<file path="src/rtl/sram_arbiter_pkg.sv">
// Shared encodings for the SRAM-like bus arbiter: FSM states, transaction
// owner, and the bus-width constants used by the arbiter and its grant picker.
package sram_arbiter_pkg;

  localparam int BUS_DATA_W = 32;
  localparam int BUS_STRB_W = 4;

  typedef enum logic [1:0] {
    ST_IDLE = 2'd0,
    ST_ADDR = 2'd1,
    ST_DATA = 2'd2
  } state_t;

  typedef enum logic {
    OWN_INST = 1'b0,
    OWN_DATA = 1'b1
  } owner_t;

endpackage

</file>
<file path="src/rtl/sram_arbiter_arb_pick.sv">
// Combinational grant selection between the fetch and load/store sides.
// Optional macro ARB_ROUND_ROBIN_EN: on a simultaneous request, grant the side
// that did not own the last completed transaction; otherwise data always wins.
module arb_pick
  import sram_arbiter_pkg::*;
(
  input  logic   inst_elig,
  input  logic   data_elig,
`ifdef ARB_ROUND_ROBIN_EN
  input  owner_t last_owner,
`endif
  output logic   grant,
  output owner_t pick
);

  // Data side by default; fetch only when data is idle (or its turn under RR).
  always_comb begin
    grant = inst_elig | data_elig;
    pick  = data_elig ? OWN_DATA : OWN_INST;
`ifdef ARB_ROUND_ROBIN_EN
    if (inst_elig && data_elig) begin
      pick = (last_owner == OWN_DATA) ? OWN_INST : OWN_DATA;
    end
`endif
  end

endmodule

</file>
<file path="src/rtl/sram_arbiter.sv">
// Arbiter merging a fetch port and a load/store port onto one SRAM-like bus
// master. One outstanding transaction; IDLE -> ADDR (bus_req held until
// addr_ok) -> DATA (wait data_ok) -> IDLE. A flush during a fetch marks it
// cancelled so its data_ok is absorbed silently.
// Optional macro ARB_ROUND_ROBIN_EN selects round-robin arbitration.
// DATA_W must be 32.
module sram_arbiter
  import sram_arbiter_pkg::*;
#(
  parameter int ADDR_W = 32,
  parameter int DATA_W = 32
) (
  input  logic              clk,
  input  logic              resetn,
  input  logic              flush,
  input  logic              inst_req,
  input  logic [ADDR_W-1:0] inst_addr,
  output logic [DATA_W-1:0] inst_rdata,
  output logic              inst_available,
  input  logic              data_req,
  input  logic              data_wr,
  input  logic [3:0]        data_sel,
  input  logic [ADDR_W-1:0] data_addr,
  input  logic [DATA_W-1:0] data_wdata,
  output logic [DATA_W-1:0] data_rdata,
  output logic              data_available,
  output logic              bus_req,
  output logic              bus_wr,
  output logic [3:0]        bus_wstrb,
  output logic [ADDR_W-1:0] bus_addr,
  output logic [DATA_W-1:0] bus_wdata,
  input  logic              bus_addr_ok,
  input  logic              bus_data_ok,
  input  logic [DATA_W-1:0] bus_rdata
);

  state_t            state, state_nxt;
  owner_t            owner, owner_nxt;
  logic              cancel, cancel_nxt;
  logic              wr_nxt;
  logic [3:0]        wstrb_nxt;
  logic [ADDR_W-1:0] addr_nxt;
  logic [DATA_W-1:0] wdata_nxt;
  logic              grant;
  owner_t            pick;
  logic              done;

  arb_pick u_pick (
    .inst_elig  (inst_req & ~flush),
    .data_elig  (data_req),
`ifdef ARB_ROUND_ROBIN_EN
    .last_owner (last_owner),
`endif
    .grant      (grant),
    .pick       (pick)
  );

`ifdef ARB_ROUND_ROBIN_EN
  owner_t last_owner;

  // Remember who owned the most recent completed transaction (cancelled ones included).
  always_ff @(posedge clk or negedge resetn) begin
    if (!resetn) begin
      last_owner <= OWN_DATA;
    end else if (done) begin
      last_owner <= owner;
    end
  end
`endif

  // State, owner, cancel flag and latched bus fields.
  always_ff @(posedge clk or negedge resetn) begin
    if (!resetn) begin
      state     <= ST_IDLE;
      owner     <= OWN_INST;
      cancel    <= 1'b0;
      bus_wr    <= 1'b0;
      bus_wstrb <= '0;
      bus_addr  <= '0;
      bus_wdata <= '0;
    end else begin
      state     <= state_nxt;
      owner     <= owner_nxt;
      cancel    <= cancel_nxt;
      bus_wr    <= wr_nxt;
      bus_wstrb <= wstrb_nxt;
      bus_addr  <= addr_nxt;
      bus_wdata <= wdata_nxt;
    end
  end

  // Next-state logic: grant in IDLE, hold fields through ADDR, finish on data_ok.
  always_comb begin
    state_nxt  = state;
    owner_nxt  = owner;
    cancel_nxt = cancel;
    wr_nxt     = bus_wr;
    wstrb_nxt  = bus_wstrb;
    addr_nxt   = bus_addr;
    wdata_nxt  = bus_wdata;
    unique case (state)
      ST_IDLE: begin
        cancel_nxt = 1'b0;
        if (grant) begin
          state_nxt = ST_ADDR;
          owner_nxt = pick;
          if (pick == OWN_DATA) begin
            wr_nxt    = data_wr;
            wstrb_nxt = data_wr ? data_sel : 4'b0000;
            addr_nxt  = data_addr;
            wdata_nxt = data_wdata;
          end else begin
            wr_nxt    = 1'b0;
            wstrb_nxt = 4'b0000;
            addr_nxt  = inst_addr;
            wdata_nxt = '0;
          end
        end
      end
      ST_ADDR: begin
        if (flush && owner == OWN_INST) cancel_nxt = 1'b1;
        if (bus_addr_ok) state_nxt = ST_DATA;
      end
      ST_DATA: begin
        if (flush && owner == OWN_INST) cancel_nxt = 1'b1;
        if (bus_data_ok) begin
          state_nxt  = ST_IDLE;
          cancel_nxt = 1'b0;
        end
      end
      default: state_nxt = ST_IDLE;
    endcase
  end

  // Completion is combinational from data_ok; a flush arriving with data_ok also kills a fetch.
  always_comb begin
    bus_req        = (state == ST_ADDR);
    done           = (state == ST_DATA) && bus_data_ok;
    inst_available = done && (owner == OWN_INST) && !cancel && !flush;
    data_available = done && (owner == OWN_DATA);
    inst_rdata     = inst_available ? bus_rdata : '0;
    data_rdata     = data_available ? bus_rdata : '0;
  end

endmodule

</file>
<file path="config.mk">
export PLATFORM = sky130hd
export DESIGN_NAME = sram_arbiter
export DESIGN_NICKNAME = d
export VERILOG_FILES = /design/src/rtl/sram_arbiter_pkg.sv /design/src/rtl/sram_arbiter_arb_pick.sv /design/src/rtl/sram_arbiter.sv
export SDC_FILE = /design/constraint.sdc
export NUM_CORES = 1
export LEC_CHECK = 0
export CAP_MARGIN = 25
export CORE_AREA = 10 10 95 160
export DETAILED_ROUTE_END_ITERATION = 6
export DIE_AREA = 0 0 105 170
export PLACE_DENSITY = 0.81
export SLEW_MARGIN = 15
export SYNTH_ARGS = -nofsm -noshare
export SYNTH_HDL_FRONTEND = slang
export SYNTH_SLANG_ARGS = --single-unit
</file>
<file path="constraint.sdc">
create_clock -name clk -period 1.5 [get_ports clk]
set_input_delay 0.15 -clock clk [delete_from_list [all_inputs] [get_ports clk]]
set_output_delay 0.15 -clock clk [all_outputs]
set_load 0.02 [all_outputs]
</file>
* Word level (Yosys, flattened, before mapping)
Cells that the tools add are included.
** Operators by class
- Muxes and demuxes :: 15
- Reductions and logical operators :: 12
- Equality and inequality tests :: 5
- Bitwise gates (word level) :: 4
** Operators by type and width (count)
- $mux 32 :: 4
- $mux 4 :: 2
- $logic_and 1x1->1 :: 6
- $mux 2 :: 3
- $pmux 2 s3 :: 1
- $mux 1 :: 4
- $ne 2x2->1 const B :: 2
- $pmux 1 s3 :: 1
- $reduce_and 3->1 :: 1
- $reduce_bool 3->1 :: 1
- $eq 2x1->1 const B :: 1
- $eq 2x2->1 const B :: 1
- $logic_not 1->1 :: 2
- $logic_not 2->1 :: 1
- $ne 2x1->1 const B :: 1
- $not 1->1 :: 2
- $reduce_and 2->1 :: 1
- $and 1x1->1 :: 1
- $or 1x1->1 :: 1
** Storage, ports and cells
- Flip-flop bits (word level) :: 73
- Logic and storage cells :: 43

* Longest topological paths before layout
Gate-level depths: netlist (run 1).
- Word-level depth :: 6
- Gate-level depth with buffers :: 6

* Cells and area by module
A second synthesis (run 1) with hierarchy kept.
** Second synthesis, totals
- Cell total of the unflattened synthesis :: 391
- Area total of the unflattened synthesis :: 3654.8 um^2
** Modules (own cells, without submodules)
- sram_arbiter :: seq. area each 1826.8 um^2, cells an instance 389, times used 1, area each 3641.0 um^2
- arb_pick :: seq. area each 0.0 um^2, cells an instance 2, times used 1, area each 13.8 um^2

* Worst setup path before layout (run 1)
No wires, ideal clock.
- Path type :: register to output
- From :: reg state[0]
- To :: out data_rdata[22]
- Setup slack :: -0.133 ns
- Stages on the path, launching flop included :: 6
- Arrival :: 1.483 ns
- Buffers on the path :: 1
- Path through :: dfrtp_1 > inv_1 > ha_1 > and3_1 > clkbuf_1 > and2_1
** Between the ends
- Longest elaborated chain between the ends :: 4
** RTL lines
- start, declared :: RTL line sram_arbiter.sv:37 : state_t state, state_nxt;
- start signal, assigned :: RTL line sram_arbiter.sv:82 : state <= state_nxt;
- $eq 2x2->1 :: RTL line sram_arbiter.sv:138 : done = (state == ST_DATA) && bus_data_ok;
- $logic_and 1x1->1 :: RTL line sram_arbiter.sv:138
- $logic_and 1x1->1 :: RTL line sram_arbiter.sv:140 : data_available = done && (owner == OWN_DATA);
- named net data_available :: RTL line sram_arbiter.sv:26 : output logic data_available,
- $mux 32 :: RTL line sram_arbiter.sv:142 : data_rdata = data_available ? bus_rdata : '0;
- end, declared :: RTL line sram_arbiter.sv:25 : output logic [DATA_W-1:0] data_rdata,
The timed path passes the listed nets, and every way through them passes these cells.

* Worst setup path after layout (run 1)
- From :: reg state[0]
- To :: out inst_rdata[19]
** Between the ends
- Longest elaborated chain between the ends :: 6
** RTL lines
- $eq 2x2->1 :: RTL line sram_arbiter.sv:138
- $logic_and 1x1->1 :: RTL line sram_arbiter.sv:138
- $logic_and 1x1->1 (3 in series) :: RTL line sram_arbiter.sv:139 : inst_available = done && (owner == OWN_INST) && !cancel && !flush;
- $mux 32 :: RTL line sram_arbiter.sv:141 : inst_rdata = inst_available ? bus_rdata : '0;
- end, declared :: RTL line sram_arbiter.sv:18 : output logic [DATA_W-1:0] inst_rdata,
No other way between the ends.

==> flow_summary.toml, run 1 <==
[routing]
dr_total_vias = 3943
route.detailed.vias_per_inst = 4.69
ant_nets = 0
initialDrtViolationCount = 76
detail_route.wirelength_um = 17700
route.detailed.drc = 0
drtPass1Iterations = 4
wire_per_inst_um = 21.1

[run_status]
failed_checks = "setup timing"
outcome = "finished, violations left"

[power_and_ir_drop]
pwr_dens_nw_per_um2 = 1710
ir_drop_mv = 1.06
power.static_leakage_nw = 3.92
totalPowerFinal_mw = 14.0

[placement]
port_buffers = 275
post-place-cells = 801
hpwl_um = 12600
place_ws_ns = -0.578
gp_weighted_congestion = 0.856

[worst_hold_path]
min_path_type = "input pin to flop"
hold_path.startpoint = "data_req"

[setup_path]
timing.critical_path.required_ns = 1.35
cp_top_family = "buffers and inverters"
worstPathMaxFanout = 8
worst_path_largest_cell_delay_ns = 0.39
crit_chain = "inv_2 > ha_4 > nand2_4 > nor4_4 > buf_6 > clkbuf_16 > and2_4 > buf_6"
criticalPathCategory = "flop to primary output"
path_common_cell = "sky130_fd_sc_hd__buf_6"
worstReg2RegStart = "state[1]$_DFFE_PN0P_"
worst_ep_arrival_time_ns = 1.81
cp-end-kind = "primary output"
path_buf_inv = 4
timing.critical_path.slowest_stage_cell = "sky130_fd_sc_hd__dfrtp_1"
setup.worst_path.start_class = "flop"
timing.critical_path.from = "state[0]$_DFFE_PN0P_"

[timing]
post_layout_minimum_cycle_time_ns = 1.96
max_slew.worst_pin.slew_ns = 0.399
max-slew-margin-rel = 0.734
unrepaired_setup_endpoints_after_global_routing = "true"
slew_violations = 0
whs_ns = 0.329
final.period_utilization = 1.31
finalSetupViolations = 136
max_freq_ghz = 0.510
timing.clock.skew_ns = 0.00570
fin_ws_ns = -0.461
hold_viol_final = 0

[floorplanning]
die_x_um = 105
floorplan.core_area_um2 = 12400
dieArea_um2 = 17900
core.rowCount = 54
die-height_um = 170
initial_core_util = 0.315
ios = 276

[cts]
clock_tree.buffer_depth = 2
htree_num_levels = 3
clkSlewWorstSetupHoldPaths_ns = 0.05
cts.sink_count = 73
tritoncts = "built"
cts-root-buf = "sky130_fd_sc_hd__clkbuf_16"
clk_latency_ns = 0.33
numCtsBuffers = 9

[yosys]
ys_seq_area_frac = 0.466
synth.distinct_cells = 26
yosysTopAreaCell = "sky130_fd_sc_hd__dfrtp_1"
postSynthCellCount = 362
syn_avg_cell_area_um2 = 10.8
synthesis.yosys.warnings = 0
syn_area_um2 = 3920
yosys-top-cells-area = "sky130_fd_sc_hd__dfrtp_1 (47%), sky130_fd_sc_hd__mux2_4 (12%), sky130_fd_sc_hd__and2_1 (10%)"
synth-seq-cells = 73
synth_top_cell_area_share = 0.466
mappedNetlistNets = 506

[global_route]
globalRouteTotalUtil = 0.172
first_global_vias = 4326
grt_pass1_wl_um = 24300
grt-ovfl-total = 0
grt_max_degree = 74
number_of_antenna_violations_at_the_first_check_in_global_routing = 0

[final_layout]
nets = 812
synthToLayoutAreaGrowth_pct = 109
post_route_cells_drive_above_1_share = 0.395
antennaDiodeCount = 0
finish.utilization = 0.660
final_cell_count_no_fill = 841
final.fill_count = 942

[flow_run]
cap_violations = 0
==> repair_timing <==
item | 4_1_cts | 5_1_grt
buffers inserted | 6 | 3
gates resized for setup | 406 | 119
endpoints found under the setup margin | 144 | 166
pin swaps | 4 | 15
hold endpoints to repair | 73 | 0
cloned | 4 | 12
hold buffers | 1 | 0
==> Yosys cell counts <==
master / count
sky130_fd_sc_hd__dfrtp_1: 73
sky130_fd_sc_hd__and2_1: 64
sky130_fd_sc_hd__inv_1: 41
sky130_fd_sc_hd__o21ai_0: 37
sky130_fd_sc_hd__mux2_2: 33
sky130_fd_sc_hd__nand3_1: 33
sky130_fd_sc_hd__mux2_4: 32
sky130_fd_sc_hd__clkbuf_1: 14
sky130_fd_sc_hd__buf_2: 5
sky130_fd_sc_hd__buf_6: 5
sky130_fd_sc_hd__ha_1: 4
sky130_fd_sc_hd__nand4_1: 4
sky130_fd_sc_hd__buf_4: 2
sky130_fd_sc_hd__nand2_1: 2
sky130_fd_sc_hd__nand2b_1: 2
sky130_fd_sc_hd__a21boi_0: 1
sky130_fd_sc_hd__a2bb2oi_1: 1
sky130_fd_sc_hd__a32o_1: 1
sky130_fd_sc_hd__and3_1: 1
sky130_fd_sc_hd__nor2b_1: 1
sky130_fd_sc_hd__nor3_1: 1
sky130_fd_sc_hd__nor3b_1: 1
sky130_fd_sc_hd__nor4_2: 1
sky130_fd_sc_hd__o21a_1: 1
sky130_fd_sc_hd__o22a_1: 1
sky130_fd_sc_hd__o311ai_0: 1
==> stage by stage <==
| step | TNS [ns] | area (µm²) |
|---|---|---|
| global route | -44.21 | 8200 |
| global placement | -45.13 | 7020 |
| floorplan | -0.149 | 3970 |
| detailed placement | -48.80 | 7020 |
| CTS | -38.70 | 7670 |
| finish | -37.47 | 8200 |
==> worst register-to-register path, cell delays in order (launching register included) <==
cell	delay [ns]
sky130_fd_sc_hd__dfrtp_1	0.41
sky130_fd_sc_hd__buf_4	0.15
sky130_fd_sc_hd__buf_6	0.12
sky130_fd_sc_hd__inv_6	0.06
sky130_fd_sc_hd__ha_4	0.14
sky130_fd_sc_hd__o21a_4	0.14
sky130_fd_sc_hd__buf_12	0.15
sky130_fd_sc_hd__clkbuf_16	0.17
sky130_fd_sc_hd__mux2_4	0.30
==> path summary, 6_finish.rpt <==
kind | to | slack, ns | depth (start not counted)
worst min register to register | bus_addr[25]$_DFFE_PN0P_ | 0.51 | 1
min in group asynchronous | bus_addr[24]$_DFFE_PN0P_ | 0.37 | 3
worst min-delay path | state[1]$_DFFE_PN0P_ | 0.33 | 3
max in group asynchronous | state[0]$_DFFE_PN0P_ | 0.80 | 3
worst max-delay path | inst_rdata[19] | -0.46 | 8
worst max register to register | bus_addr[3]$_DFFE_PN0P_ | -0.24 | 8
==> sequential cells by signal (all words and copies together), names as in the netlist <==
register,cells
bus_addr,32
bus_wdata,32
bus_wstrb,4
state,2
bus_wr,1
cancel,1
owner,1
==> logic make-up after synthesis <==
family	Yosys count	share of synthesized area
simple gates	110	0.165
flops	73	0.466
buf+inv	67	0.0773
mux	65	0.218
compound gates	43	0.0604
fa+ha+maj	4	0.0128
==> cell type report <==
| type | instances | area, µm² | share of cell area |
|---|---|---|---|
| tap | 168 | 210 | 0.0256 |
| timing repair buffer | 321 | 3650 | 0.445 |
| inverter | 41 | 159 | 0.0194 |
| clock buffer | 10 | 229 | 0.0279 |
| clock inverter | 6 | 115 | 0.0140 |
| multi-input combinational | 222 | 2010 | 0.245 |
| sequential | 73 | 1830 | 0.223 |
==> per-layer routing <==
layer | up-vias | GRT usage | wire length, µm
met5 | - | 0 | 0
met4 | 0 | 0.0576 | 597
met3 | 41 | 0.0707 | 1580
met2 | 238 | 0.318 | 9420
met1 | 1857 | 0.167 | 6140
li1 | 1807 | - | -
==> report_power, final <==
part	switching (mW)	total (mW)	internal, mW
logic	3.64	8.07	4.43
clock network	0.828	2.46	1.63
registers	0.558	3.48	2.93
total	5.03	14.0	8.99
==> layout by cell type (no fill, tap or decap), drive strengths merged, types with 2 or more instances in the layout <==
master and instances:
nand2b 2, inv 42, and2 64, clkbuf 22
dlymetal6s2s 27, clkdlybuf4s50 179, nand4 4, ha 4
nand3 33, dfrtp 73, nand2 2, bufinv 3
buf 102, mux2 65, o21ai 37
Note: power is estimated with default switching activity, not from simulation.
==> run 2: changes to the inputs <==
--- a/config.mk
+++ b/config.mk
@@ -6,9 +6,9 @@
 export NUM_CORES = 1
 export LEC_CHECK = 0
 export CAP_MARGIN = 25
-export CORE_AREA = 10 10 95 160
+export CORE_AREA = 3 3 88 153
 export DETAILED_ROUTE_END_ITERATION = 6
-export DIE_AREA = 0 0 105 170
+export DIE_AREA = 0 0 91 156
 export PLACE_DENSITY = 0.81
 export SLEW_MARGIN = 15
 export SYNTH_ARGS = -nofsm -noshare
==> flow_summary.toml, run 2 (synthesis gave the netlist of run 1 again) <==
[global_route]
grt-ovfl-total = 0
grt_max_degree = 46
globalRouteTotalUtil = 0.205
first_global_vias = 4210
grt_pass1_wl_um = 22500
number_of_antenna_violations_at_the_first_check_in_global_routing = 1

[floorplanning]
initial_core_util = 0.315
die-height_um = 156
die_x_um = 91
floorplan.core_area_um2 = 12400
core.rowCount = 54
ios = 276
dieArea_um2 = 14200

[final_layout]
top_regs = "bus_addr (32), bus_wdata (32), bus_wstrb (4)"
synthToLayoutAreaGrowth_pct = 109
nets = 818
final.fill_count = 910
leading_cell_type_in_the_layout_fill_and_taps_excluded = "sky130_fd_sc_hd__clkdlybuf4s50_1"
post_route_cells_drive_above_1_share = 0.412
top_library_cells_by_usage_in_the_layout_fill_and_taps_aside = "sky130_fd_sc_hd__clkdlybuf4s50_1 (199), sky130_fd_sc_hd__buf_6 (77), sky130_fd_sc_hd__dfrtp_1 (73)"
finish.utilization = 0.659

[setup_path]
worstPathMaxFanout = 7
crit_chain = "inv_2 > ha_4 > nand2_4 > nor4_4 > buf_4 > buf_4 > buf_16 > and2_2 > buf_6"
worst_ep_arrival_time_ns = 1.90
worst_path_largest_cell_delay_ns = 0.39
criticalPathCategory = "flop to primary output"
cp_top_family = "buffers and inverters"
timing.critical_path.required_ns = 1.35
setup.worst_path.start_class = "flop"
cp-end-kind = "primary output"
timing.critical_path.slowest_stage_cell = "sky130_fd_sc_hd__dfrtp_1"
path_buf_inv = 5
path_common_cell = "sky130_fd_sc_hd__buf_4"

[cts]
clkSlewWorstSetupHoldPaths_ns = 0.06
htree_num_levels = 3
cts.sink_count = 73
cts-root-buf = "sky130_fd_sc_hd__clkbuf_16"
clock_tree.buffer_depth = 2
clk_latency_ns = 0.33
numCtsBuffers = 9
tritoncts = "built"

[timing]
post_layout_minimum_cycle_time_ns = 2.05
timing.clock.skew_ns = 0.00553
finalSetupViolations = 139
unrepaired_setup_endpoints_after_global_routing = "true"
fin_ws_ns = -0.545
finalSetupTns_ns = -39.49
max-slew-margin-rel = 0.736
max_freq_ghz = 0.489
hold_viol_final = 0
slew_violations = 0
final.period_utilization = 1.36
max_slew.worst_pin.slew_ns = 0.396

[power_and_ir_drop]
power.static_leakage_nw = 3.72
p_sw_mw = 5.06
power.share.switching = 0.357
combinationalPowerShare = 0.579
cellInternalPower_mw = 9.10
totalPowerFinal_mw = 14.2
seq_power_share = 0.247
ir_drop_mv = 1.30
pwr_dens_nw_per_um2 = 1730
share_clk_of_total_power = 0.174

[routing]
initialDrtViolationCount = 126
ant_nets = 0
route.detailed.drc = 0
dr_total_vias = 3980
wire_per_inst_um = 19.0
drtPass1Iterations = 4
detail_route.wirelength_um = 16100
route.detailed.vias_per_inst = 4.69

[placement]
port_buffers = 275
hpwl_um = 11000
gp_weighted_congestion = 0.784

[worst_hold_path]
min_path_type = "input pin to asynchronous set/reset pin"

[flow_run]
cap_violations = 0

[run_status]
failed_checks = "setup timing"
outcome = "finished, violations left"
[run 2: final cells by class]
| cell class | instances | area [µm²] | share of cell area |
|---|---|---|---|
| multi-input combinational | 222 | 2050 | 0.250 |
| antenna | 1 | 2.50 | 0.000305 |
| clock buffer | 10 | 229 | 0.0279 |
| timing repair buffer | 327 | 3610 | 0.440 |
| inverter | 41 | 156 | 0.0191 |
| clock inverter | 6 | 115 | 0.0140 |
| tap | 168 | 210 | 0.0256 |
| sequential | 73 | 1830 | 0.223 |
[run 2: worst reg2reg max path, cell delays in order (launching register included)]
cell and delay (ns):
sky130_fd_sc_hd__dfrtp_1 0.41, sky130_fd_sc_hd__buf_4 0.16, sky130_fd_sc_hd__inv_4 0.06, sky130_fd_sc_hd__ha_4 0.14
sky130_fd_sc_hd__o21a_4 0.23, sky130_fd_sc_hd__buf_6 0.14, sky130_fd_sc_hd__buf_16 0.13, sky130_fd_sc_hd__mux2_4 0.30
[run 2: per-stage QoR]
stage               cell area (µm²)  worst slack (ns)  hold WS (ns)  instances
floorplan                      3970           -0.0149        -0.146        362
global placement               7000            -0.537        0.0983        799
detailed placement             7000            -0.590         0.101        799
CTS                            7870            -0.582         0.287        844
global route                   8200            -0.603         0.296        848
finish                         8200            -0.545         0.287        848
[run 2: timing repair]
action	4_1_cts	5_1_grt
endpoints found under the hold margin	28	0
resized for setup	404	97
gates cloned	9	4
pin swaps	12	25
hold buffers	1	0
endpoints found under the setup margin	140	145
buffers inserted	20	3
[run 2: path summary, 6_finish.rpt]
path                                    startpoint                  endpoint  slack (ns)  depth (start not counted)
hold reg to reg            bus_addr[3]$_DFFE_PN0P_   bus_addr[3]$_DFFE_PN0P_        0.51                          1
min in group clk                          data_req  bus_wdata[9]$_DFFE_PN0P_        0.30                          4
setup / recovery              state[0]$_DFFE_PN0P_            inst_rdata[25]       -0.55                          9
max in group asynchronous                   resetn  bus_addr[11]$_DFFE_PN0P_        0.64                          3
hold / removal                              resetn  bus_wdata[4]$_DFFE_PN0P_        0.29                          2
setup reg to reg              state[1]$_DFFE_PN0P_   bus_addr[8]$_DFFE_PN0P_       -0.18                          7
[run 2: layer usage]
layer  global-route usage  wire length [µm]  up-vias  part of all wire
li1                     -                 -     1821                 -
met1                0.198              5310     1899              0.33
met2                0.400              8800      226              0.55
met3               0.0656              1380       34             0.086
met4               0.0727               601        0             0.037
met5                    0                 0        -                 0
[run 2: power groups by stage]
stage	clock, mW	sequential (mW)	combinational, mW
after floorplan	0	4.56	2.38
after global placement	0	3.46	6.61
after detailed placement	0	3.49	6.75
after CTS	2.51	3.51	7.89
after global routing	2.62	3.61	8.60
final	2.46	3.49	8.20
